`src/rtl/decoder_scan_ctrl_pkg.sv`:
```
// Shared definitions for the decoder scan sequencer: FSM state encoding and
// the default dwell-count width.
package decoder_scan_ctrl_pkg;

  localparam int DIV_W_DEFAULT = 8;

  typedef enum logic [1:0] {
    ST_IDLE  = 2'd0,
    ST_DWELL = 2'd1,
    ST_GAP   = 2'd2
  } scan_state_e;

endpackage

```
`src/rtl/decoder_scan_ctrl_mask_next_sel.sv`:
```
// Picks the next enabled decoder line: the lowest set mask bit strictly above
// cur, or the lowest set bit overall when from_start is high.
module mask_next_sel (
  input  logic [3:0] mask,
  input  logic [1:0] cur,
  input  logic       from_start,
  output logic [1:0] nxt,
  output logic       found
);

  always_comb begin
    // NOTE: every output gets a default before the loop so no latch is inferred.
    nxt   = 2'd0;
    found = 1'b0;
    // Walk downwards so the last hit left standing is the lowest qualifying bit.
    for (int i = 3; i >= 0; i--) begin
      if (mask[i] && (from_start || (2'(i) > cur))) begin
        nxt   = 2'(i);
        found = 1'b1;
      end
    end
  end

endmodule

```
`src/rtl/decoder_scan_ctrl.sv`:
```
// Scan sequencer feeding the 2-to-4 decoder: walks the enabled lines in index
// order, holds each for div+1 cycles, then blanks for one cycle with en=0.
module decoder_scan_ctrl
  import decoder_scan_ctrl_pkg::*;
#(
  parameter int DIV_W = DIV_W_DEFAULT
) (
  input  logic             clk,
  input  logic             rst,
  input  logic             start,
  input  logic             stop,
  input  logic             oneshot,
  input  logic [DIV_W-1:0] div,
  input  logic [3:0]       mask,
  output logic             en,
  output logic             a,
  output logic             b,
  output logic             busy,
  output logic             done
);

  scan_state_e      state_q, state_d;
  logic [DIV_W-1:0] cnt_q, cnt_d;
  logic [DIV_W-1:0] div_q, div_d;
  logic [3:0]       mask_q, mask_d;
  logic [1:0]       idx_q, idx_d;
  logic             en_q, en_d;
  logic             busy_q, busy_d;
  logic             done_q, done_d;

  logic [1:0]       step_idx, first_idx;
  logic             step_found, first_found;

  // Next line within the current pass, from the latched mask.
  mask_next_sel u_step (
    .mask       (mask_q),
    .cur        (idx_q),
    .from_start (1'b0),
    .nxt        (step_idx),
    .found      (step_found)
  );

  // First line of a fresh pass, from the live mask (start and wrap points).
  mask_next_sel u_first (
    .mask       (mask),
    .cur        (2'd0),
    .from_start (1'b1),
    .nxt        (first_idx),
    .found      (first_found)
  );

  always_comb begin
    state_d = state_q;
    cnt_d   = cnt_q;
    div_d   = div_q;
    mask_d  = mask_q;
    idx_d   = idx_q;
    en_d    = en_q;
    busy_d  = busy_q;
    done_d  = 1'b0;

    if (stop) begin
      state_d = ST_IDLE;
      en_d    = 1'b0;
      busy_d  = 1'b0;
    end else begin
      case (state_q)
        ST_IDLE: begin
          en_d   = 1'b0;
          busy_d = 1'b0;
          if (start) begin
            div_d  = div;
            mask_d = mask;
            if (first_found) begin
              state_d = ST_DWELL;
              idx_d   = first_idx;
              en_d    = 1'b1;
              busy_d  = 1'b1;
              cnt_d   = div;
            end else begin
              done_d = 1'b1;
            end
          end
        end

        ST_DWELL: begin
          if (cnt_q == '0) begin
            state_d = ST_GAP;
            en_d    = 1'b0;
          end else begin
            cnt_d = cnt_q - DIV_W'(1);
          end
        end

        ST_GAP: begin
          if (step_found) begin
            state_d = ST_DWELL;
            idx_d   = step_idx;
            en_d    = 1'b1;
            cnt_d   = div_q;
          end else if (oneshot) begin
            state_d = ST_IDLE;
            busy_d  = 1'b0;
            done_d  = 1'b1;
          end else begin
            // Continuous wrap: the mask is re-sampled, the dwell length is not.
            mask_d = mask;
            if (first_found) begin
              state_d = ST_DWELL;
              idx_d   = first_idx;
              en_d    = 1'b1;
              cnt_d   = div_q;
            end else begin
              state_d = ST_IDLE;
              busy_d  = 1'b0;
            end
          end
        end

        default: begin
          state_d = ST_IDLE;
          en_d    = 1'b0;
          busy_d  = 1'b0;
        end
      endcase
    end
  end

  always_ff @(posedge clk) begin
    // NOTE: state registers use non-blocking assignments so every flop samples pre-edge values.
    if (rst) begin
      state_q <= ST_IDLE;
      cnt_q   <= '0;
      div_q   <= '0;
      mask_q  <= '0;
      idx_q   <= '0;
      en_q    <= 1'b0;
      busy_q  <= 1'b0;
      done_q  <= 1'b0;
    end else begin
      state_q <= state_d;
      cnt_q   <= cnt_d;
      div_q   <= div_d;
      mask_q  <= mask_d;
      idx_q   <= idx_d;
      en_q    <= en_d;
      busy_q  <= busy_d;
      done_q  <= done_d;
    end
  end

  assign en   = en_q;
  assign a    = idx_q[1];
  assign b    = idx_q[0];
  assign busy = busy_q;
  assign done = done_q;

endmodule

```
`config.mk`:
```
export PLATFORM = sky130hd
export DESIGN_NAME = decoder_scan_ctrl
export DESIGN_NICKNAME = d
export VERILOG_FILES = /design/src/rtl/decoder_scan_ctrl_pkg.sv /design/src/rtl/decoder_scan_ctrl_mask_next_sel.sv /design/src/rtl/decoder_scan_ctrl.sv
export SDC_FILE = /design/constraint.sdc
export NUM_CORES = 1
export LEC_CHECK = 0
export ABC_AREA = 1
export ABC_CLOCK_PERIOD_IN_PS = 3700
export BUFFER_PORTS_ARGS = -buffer_cell sky130_fd_sc_hd__buf_4
export CAP_MARGIN = 10
export CORE_MARGIN = 3
export CORE_UTILIZATION = 30
export DETAILED_ROUTE_END_ITERATION = 10
export HOLD_SLACK_MARGIN = 0.12
export PLACE_DENSITY = 0.49
export SLEW_MARGIN = 10
export SYNTH_ARGS = -nofsm -noshare
export SYNTH_HDL_FRONTEND = slang
export SYNTH_SLANG_ARGS = --single-unit
export TNS_END_PERCENT = 100
```
`constraint.sdc`:
```
create_clock -name clk -period 3.7 [get_ports clk]
set_input_delay 0.74 -clock clk [delete_from_list [all_inputs] [get_ports clk]]
set_output_delay 0.74 -clock clk [all_outputs]
set_load 0.05 [all_outputs]
```
==> metrics, run 1 <==
Power Total=0.7367 mW; Post-Syn Area=1627 um^2; status=complete, no violations; Root Buffer=clkbuf_8; Mapped Avg Cell Area=6.232 um^2; I/O Buffers=21; htree depth=1; Seq cells post-synth=26; Area Growth Syn to Fin=17.69%; maximum root-to-sink buffer count=2; Startpoint Class=register; Die Y=79.64 um; DRC=0; ranking of synthesized cells by area=dfxtp_1 (32%), nand2_1 (14%), nor2_1 (11%), a21oi_1 (7.4%), inv_1 (7.2%); Ports=22; R2R setup slack=1.80 ns; R2R cell count=9; cell count after synthesis=261; clock sink count=26; Critical R2R Launch=state_q[0]; Total GRT Usage=a little over an eighth; Clock transition at path regs=~0.09 ns; cell row count=26; Slew @ Worst Pin=~0.61 ns; maxcap violations=0; r2r endpoint=mask_q[3]; Setup WS pre-CTS=1.763 ns; worst-path maximum fanout=15; fmax=approximately 0.53 GHz; P_int=between 0.5 and 0.6 mW; die area=6342 um^2; Final Util=37.01%; Net Sw Frac=30.30%; post-CTS sizing=0; hold_ws=0.4742 ns; share of cells above drive strength 1=16.67%; crit path from=state_q[0]; CORE AREA=5172 um^2; P per Cell Area=slightly below 400 nW/um^2; clock tree from TritonCTS=done; Total Wirelength=roughly 3.9 mm; largest net degree at the start of global routing=20; Crit. End Element=register; DRT antenna net count=0; RSZ-0062 raised after global routing=false; final setup vio count=0; synth warn=0; Worst VDD drop=182.4 uV; final slew viol count=0; syn nets=284; total number of vias=1594; Final Non-Filler Cells=352; 1st-iter DRT viols=86; Hold Crit Class=reg -> reg; first-pass GRT wire length=just under 7 mm; antenna violations before repair=0; Synth top area share=around a third; WP data arrival=2.07 ns; number of vias per cell=around 4.5; slew margin rel.=59.32%; WHS Path Cells=2; Netlist cell types=23; Remaining Overflow, GRT=0; Clk pwr share=32.5%; Setup Crit Path Kind=reg -> reg; Final period util=51.26%; PnR worst setup slack=1.803 ns; setup TNS=0 ns; TritonCTS Buffers=3; clk_lat worst skew=0.27 ns; vias in the first global route=1486; first drt pass iteration count=4; Cell Area, Placed=1843 um^2; Logic pwr share=24.4%; initial cell density of the core=31.45%; Avg WL per Cell=11.16 um; post-synthesis sequential area ratio=32.00%; crit path to=mask_q[3]; # Post-CTS Setup Buffers=0; Final Instance Area=1914 um^2; Psw=between 0.2 and 0.25 mW; Final Hold Viols=0; Clock Skew=0.002026 ns; Yosys top cell by area=dfxtp_1; leakage power=0.9197 nW; post-DP HPWL=3.134 mm; GP Congestion=0.8052; Die W=79.64 um; Reg power frac=43.1%; worst path required time=3.87 ns; # diodes=0; hold_buf cts=0; Total Nets Final=306; DP Cell Count=348; min Tclk post-route=between 1.5 and 2 ns
-- critical path, cell delays in order (launching register included) --
cell and delay (ns):
dfxtp_1 0.35, inv_1 0.09, ha_1 0.50, inv_1 0.18, nor3_1 0.26, inv_1 0.10, nand3_2 0.11, inv_1 0.08
nor2_1 0.09, nor2_1 0.05
-- layout by cell type (no fill, tap or decap) --
cell type,count
ha_1,6
clkinv_2,1
nand2_2,5
clkinv_1,1
bufinv_16,1
o21bai_1,2
nand3_2,3
nand3_1,14
nor3_1,1
nor2_4,1
clkbuf_8,3
or2_2,4
nand2_1,59
o31ai_1,1
nor2_2,5
a21oi_1,24
dfxtp_1,26
o21ai_0,22
nor2_1,47
buf_4,21
nand4_1,1
a21oi_2,1
inv_2,2
inv_1,31
-- worst min-delay path by stage --
stage / from / slack (ns) / to
after floorplan: mask_q[1] / 0.46 / mask_q[1]
after global placement: busy / 0.46 / busy
after detailed placement: busy / 0.46 / busy
after CTS: busy / 0.48 / busy
after global routing: busy / 0.51 / busy
final: busy / 0.47 / busy
-- Yosys cell counts --
cell type	n
a21oi_1	24
a21oi_2	1
buf_2	3
clkbuf_8	1
clkinv_1	1
clkinv_2	1
dfxtp_1	26
ha_1	6
inv_1	31
inv_2	2
nand2_1	59
nand2_2	5
nand3_1	14
nand3_2	3
nand4_1	1
nor2_1	47
nor2_2	5
nor2_4	1
nor3_1	1
o21ai_0	22
o21bai_1	2
o31ai_1	1
or2_2	4
-- flip-flops by register name (all words and copies together) (netlist names) --
register  flops
div_q         8
busy          1
en            1
done          1
idx_q         2
mask_q        3
cnt_q         8
state_q       2
-- routing by layer --
metal	vias up	global-route usage (%)	share of wire (%)
li1	865	-	-
met1	702	18.29	52
met2	23	21.54	45
met3	4	1.806	2.7
met4	0	3.608	0.84
met5	-	0	0
-- power groups by stage --
stage | combinational, mW | clock (mW) | sequential [mW]
final | 0.180 | 0.239 | 0.318
after global routing | 0.207 | 0.257 | 0.321
after CTS | 0.181 | 0.245 | 0.318
after detailed placement | 0.180 | 0 | 0.324
after global placement | 0.181 | 0 | 0.325
after floorplan | 0.127 | 0 | 0.327
-- cells by family (layout without fill, tap and decap cells) --
group	Yosys count	in the layout	synth area share (%)
AO/OA/AOI/OAI	50	50	16.08
adder cells (fa/ha/maj)	6	6	4.615
buffers and inverters	39	60	9.922
flip-flops	26	26	32.00
AND/OR/NAND/NOR	140	140	37.38
-- cell type report --
class / instances / area, um^2
clock buffers: 3 / 41.29
clock inverters: 1 / 30.03
fillers: 555 / 3258
inverters: 35 / 132.6
multi-input cells: 196 / 944.7
flip-flops and latches: 26 / 520.5
well taps: 70 / 87.58
repair buffers: 21 / 157.7
Power figures use the tool's default switching activity.
==> run 2, diff against run 1 <==
- ABC_CLOCK_PERIOD_IN_PS: 3700 -> 1800
- clock period: 3.7 -> 1.8 ns (I/O delays scaled with it)
==> run 2 against run 1 <==
Net effect: sequential power rose by 110%; critical path depth did not move; total power increased by 110%; global-route usage rose by 0.28 points; cell count increased by 1.1%; sequential cell count stayed put; clock skew about the same; critical path type unchanged; critical endpoint is now cnt_q[4]; largest cell class unchanged.
==> metrics, run 2 (same netlist as run 1, synthesis figures left out) <==
status=complete, no violations; largest net degree at the start of global routing=20 (unchanged); first drt pass iteration count=4 (unchanged); hold_ws=0.2523 ns (-0.2219 ns); Setup Crit Path Kind=reg -> reg; most frequent cells in the layout=nand2_1 (59), nor2_1 (47), inv_1 (31); top flop regs=cnt_q x8, div_q x8, mask_q x3; PnR worst setup slack=0.1961 ns (-1.607 ns); Die W=79.64 um (unchanged); Clock transition at path regs=0.10 ns (about the same); CP max-delay cell=dfxtp_1; DRC=0 (unchanged); CP delay by family, top=flip-flops; Remaining Overflow, GRT=0 (unchanged); metal3 WL=106 um (-1.9%); Area Growth Syn to Fin=20.31%; number of vias per cell=4.396 (-2.9%); hold_buf cts=0 (unchanged); Reg power frac=42.6% (-0.5 points); Crit. End Element=register; min-delay src=rst; Root Buffer=clkbuf_8; worst path required time=1.98 ns (-1.89 ns); Final Util=37.83% (+0.82 points); Die Y=79.64 um (unchanged); die area=6342 um^2 (unchanged); initial cell density of the core=31.45% (unchanged); TritonCTS Buffers=3 (unchanged); GP Congestion=0.8201 (+1.9%); min Tclk post-route=1.604 ns (-0.2928 ns); Net Sw Frac=30.62% (+0.31 points); Setup WS pre-CTS=0.1148 ns (-1.648 ns); setup TNS=0 ns (unchanged); cell row count=26 (unchanged); DR top layer=met4; Hold Crit Class=in -> reg; clk_lat worst skew=0.28 ns (about the same); Cell Area, Placed=1873 um^2 (+1.6%); maximum root-to-sink buffer count=2 (unchanged); Total Nets Final=310 (+1.3%); total number of vias=1565 (-1.8%); Routed met1 length=2.100 mm (+3.3%); Clock Skew=0.002120 ns (+0.00009467 ns); met2 WL post-DR=1.705 mm (-2.9%); Power Total=1.533 mW (+110%); Slew @ Worst Pin=0.2349 ns (-0.3730 ns); WP data arrival=1.79 ns (-0.28 ns); CP dominant cell by count=nand2_1; post-DP HPWL=3.186 mm (+1.7%); Final Instance Area=1957 um^2 (+2.2%); layout filler cell count=579 (+4.3%); Final Non-Filler Cells=356 (+1.1%); Startpoint Class=register; Ports=22 (unchanged); 1st-iter DRT viols=49 (-43%); FF/Latch Area=521.8 um^2 (+0.24%); Final period util=89.11% (+38 points); antenna violations before repair=0 (unchanged); crit path cell chain=inv_1, ha_2, clkinvlp_4, a21oi_1, o21ai_0, nand2_1, nand2_1, nand2_1, nor2_1; RSZ-0062 raised after global routing=false; critical path's largest stage delay=0.38 ns (-0.12 ns); Multi-input gate area=952.2 um^2 (+0.79%); first-pass GRT wire length=6.879 mm (+1.5%); maxcap violations=0 (unchanged); htree depth=1 (unchanged); Buf/Inv on CP=2 (-2); CORE AREA=5172 um^2 (unchanged); worst-path maximum fanout=10 (-5); clock tree from TritonCTS=done; P per Cell Area=783.5 nW/um^2 (+100%); P_int=1.064 mW (+110%); Worst VDD drop=273.6 uV (+50%); Avg WL per Cell=11.06 um (-0.90%); Logic pwr share=24.7% (+0.3 points); final setup vio count=0 (unchanged); Final Hold Viols=0 (unchanged); DRT antenna net count=0 (unchanged); fmax=0.6235 GHz (+18%); most common cell after layout, fill and taps aside=nand2_1; final slew viol count=0 (unchanged); vias in the first global route=1480 (-0.40%); share of cells above drive strength 1=19.58% (+2.9 points); Total GRT Usage=13.54% (+0.28 points); Psw=0.4694 mW (+110%); DP Cell Count=352 (+1.1%); slew margin rel.=84.28% (+25 points); Total Wirelength=3.939 mm (+0.23%); Clk pwr share=32.8% (+0.3 points); clock sink count=26 (unchanged); # diodes=0 (unchanged); leakage power=0.9378 nW (+2.0%); crit path from=state_q[1]; I/O Buffers=21 (unchanged); Critical R2R Launch=state_q[1]
## run 2: changes by cell type in the layout (fill, tap and decap cells not counted)
cell        delta
ha_2           +3
dfxtp_1        -1
clkinvlp_4     +1
dfxtp_2        +1
buf_4          +4
clkinv_1       -1
ha_1           -3
## run 2: power groups by stage
| stage | logic [mW] | clock network (mW) | registers (mW) |
|---|---|---|---|
| 2_1_floorplan | 0.261 | 0 | 0.673 |
| 3_3_place_gp | 0.383 | 0 | 0.666 |
| 3_5_place_dp | 0.378 | 0 | 0.666 |
| 4_1_cts | 0.380 | 0.520 | 0.652 |
| 5_1_grt | 0.438 | 0.541 | 0.661 |
| 6_report | 0.378 | 0.502 | 0.653 |
## run 2: final cells by class
cell class	instances	share of cell area [%]
inverter	35	6.969
multi-input combinational	196	48.66
clock inverter	1	1.535
clock buffer	3	2.110
tap	70	4.476
sequential	26	26.66
timing repair buffer	25	9.591
## run 2: worst paths after layout
path / slack, ns / end / depth (start not counted)
setup / recovery: 0.20 / cnt_q[4] / 9
setup reg to reg: 0.20 / cnt_q[4] / 9
hold / removal: 0.25 / idx_q[0] / 2
hold reg to reg: 0.48 / busy / 2
## run 2: metal layers
metal	vias to the layer above	global-route usage, %
li1	873	-
met1	675	19.04
met2	15	20.95
met3	2	2.370
met4	0	4.124
met5	-	0
## run 2: repair_timing
item | 4_1_cts | 5_1_grt
setup buffers | 0 | 0
setup endpoints to repair | 0 | 7
gates resized for setup | 0 | 5
==> run 3, diff against run 2 <==
- ABC_CLOCK_PERIOD_IN_PS: 1800 -> 1600
- clock period: 1.8 -> 1.6 ns (I/O delays scaled with it)
==> run 3 against run 2 <==
Net effect: setup slack lost 0.13 ns; sequential cell count is the same; cell count increased by 2.8%; non-clock buffer count increased by 10; largest power group unchanged; utilization up 2.6 points; die area unchanged; clock skew increased by 0.0027 ns; design area rose by 6.8%; critical endpoint is now cnt_q[2].
==> metrics, run 3 (same netlist as run 1, synthesis figures left out) <==
number of vias per cell=4.374 (-0.49%); RSZ-0062 raised after global routing=true; worst-path maximum fanout=8 (-2); Final period util=95.59% (+6.5 points); Routed met1 length=2.125 mm (+1.2%); largest net degree at the start of global routing=20 (unchanged); WP data arrival=1.72 ns (-0.07 ns); maxcap violations=0 (unchanged); Power Total=1.771 mW (+16%); clk_lat worst skew=0.28 ns (about the same); Crit. End Element=register; hold_buf cts=0 (unchanged); Remaining Overflow, GRT=0 (unchanged); Setup Crit Path Kind=reg -> reg; Setup WS pre-CTS=-0.01107 ns (-0.1259 ns); worst path required time=1.79 ns (-0.19 ns); # Post-CTS Setup Buffers=0 (unchanged); crit path cell chain=inv_1, ha_2, nand2_2, nand3_2, a21oi_4, nand2_2, nor2_4, nand2_1, nand2_1, nor2_1; Ports=22 (unchanged); TritonCTS Buffers=3 (unchanged); P per Cell Area=847.6 nW/um^2 (+8.2%); Clock transition at path regs=0.10 ns (about the same); CP max-delay cell=dfxtp_4; DRC=0 (unchanged); Worst VDD drop=438.2 uV (+60%); Psw=0.5491 mW (+17%); final slew viol count=0 (unchanged); top flop regs=cnt_q x8, div_q x8, mask_q x3; Total Nets Final=320 (+3.2%); layout filler cell count=555 (-4.1%); Buf/Inv on CP=1 (-1); cell row count=26 (unchanged); Logic pwr share=26.4% (+1.7 points); metal3 WL=129 um (+22%); Cell Area, Placed=1948 um^2 (+4.0%); vias in the first global route=1528 (+3.2%); min Tclk post-route=1.529 ns (-0.07447 ns); htree depth=1 (unchanged); fmax=0.6538 GHz (+4.9%); Total Wirelength=4.093 mm (+3.9%); Clock Skew=0.004778 ns (+0.002658 ns); Avg WL per Cell=11.18 um (+1.1%); Root Buffer=clkbuf_8; CP delay by family, top=simple AND/OR/NAND/NOR gates; PnR worst setup slack=0.07054 ns (-0.1255 ns); Final Hold Viols=0 (unchanged); I/O Buffers=21 (unchanged); Net Sw Frac=31.00% (+0.38 points); # diodes=0 (unchanged); Hold Crit Class=in -> reg; maximum root-to-sink buffer count=2 (unchanged); Die W=79.64 um (unchanged); hold_ws=0.2156 ns (-0.03670 ns); final setup vio count=0 (unchanged); initial cell density of the core=31.45% (unchanged); die area=6342 um^2 (unchanged); first drt pass iteration count=4 (unchanged); GP Congestion=0.7723 (-5.8%); Startpoint Class=register; Total GRT Usage=13.87% (+0.33 points); share of cells above drive strength 1=26.69% (+7.1 points); P_int=1.222 mW (+15%); met2 WL post-DR=1.783 mm (+4.6%); leakage power=0.9853 nW (+5.1%); Final Instance Area=2090 um^2 (+6.8%); Clk pwr share=32.2% (-0.6 points); CORE AREA=5172 um^2 (unchanged); 1st-iter DRT viols=74 (+51%); most frequent cells in the layout=nand2_1 (59), nor2_1 (45), buf_4 (33); Die Y=79.64 um (unchanged); clock sink count=26 (unchanged); status=complete, no violations; antenna violations before repair=0 (unchanged); first-pass GRT wire length=7.003 mm (+1.8%); Area Growth Syn to Fin=28.46%; total number of vias=1601 (+2.3%); R2R setup slack=0.07 ns (-0.13 ns); most common cell after layout, fill and taps aside=nand2_1; DR top layer=met4; clock tree from TritonCTS=done; slew margin rel.=81.75% (-2.5 points); DRT antenna net count=0 (unchanged); critical path's largest stage delay=0.38 ns (about the same); post-DP HPWL=3.255 mm (+2.2%); Slew @ Worst Pin=0.2734 ns (+0.03848 ns); Reg power frac=41.4% (-1.2 points)
==> run 3: cell count changes in the layout (fill, tap and decap cells not counted), sizes merged <==
cell,delta
inv,+1
clkinvlp,-1
buf,+10
==> run 3: worst register-to-register path, delay by kind of cell (launching register included) <==
kind,cells,cell delay [ns]
compound gates,1,0.15
fa+ha+maj,1,0.20
buf+inv,1,0.06
flops,1,0.38
simple gates,7,0.64
==> run 3: per-layer routing <==
layer	up-vias	GRT usage, %
li1	892	-
met1	679	20.19
met2	25	21.12
met3	5	1.806
met4	0	4.124
met5	-	0
==> run 3: area by class of cell <==
cell class | count | area (um^2) | area share [%]
Inverter | 35 | 132.6 | 6.347
Tap cell | 70 | 87.58 | 4.192
Timing Repair Buffer | 35 | 270.3 | 12.93
Multi-Input combinational cell | 196 | 1002 | 47.96
Sequential cell | 26 | 525.5 | 25.15
Clock buffer | 3 | 41.29 | 1.976
Clock inverter | 1 | 30.03 | 1.437
==> run 3: repair_timing <==
item / 4_1_cts / 5_1_grt
resized for setup: 2 / 24
pin swaps: 1 / 5
setup endpoints to repair: 4 / 23
==> run 3: stage by stage <==
stage / instances / TNS, ns / util [%]
2_1_floorplan: 261 / 0 / -
3_3_place_gp: 362 / -0.1087 / 37.66
3_5_place_dp: 362 / -0.02740 / 37.66
4_1_cts: 366 / 0 / 39.11
5_1_grt: 366 / -0.2448 / 40.40
6_report: 366 / 0 / 40.40
==> run 3: worst paths after layout <==
path	cells after the start	startpoint	end
max reg2reg	10	state_q[1]	cnt_q[2]
max	10	state_q[1]	cnt_q[2]
min reg2reg	2	busy	busy
min	2	rst	idx_q[0]
==> run 3: power by group through the flow <==
| stage | sequential, mW | combinational, mW | clock [mW] |
|---|---|---|---|
| after floorplan | 0.757 | 0.293 | 0 |
| after global placement | 0.750 | 0.456 | 0 |
| after detailed placement | 0.749 | 0.449 | 0 |
| after CTS | 0.734 | 0.451 | 0.593 |
| after global routing | 0.742 | 0.540 | 0.617 |
| final | 0.734 | 0.467 | 0.570 |
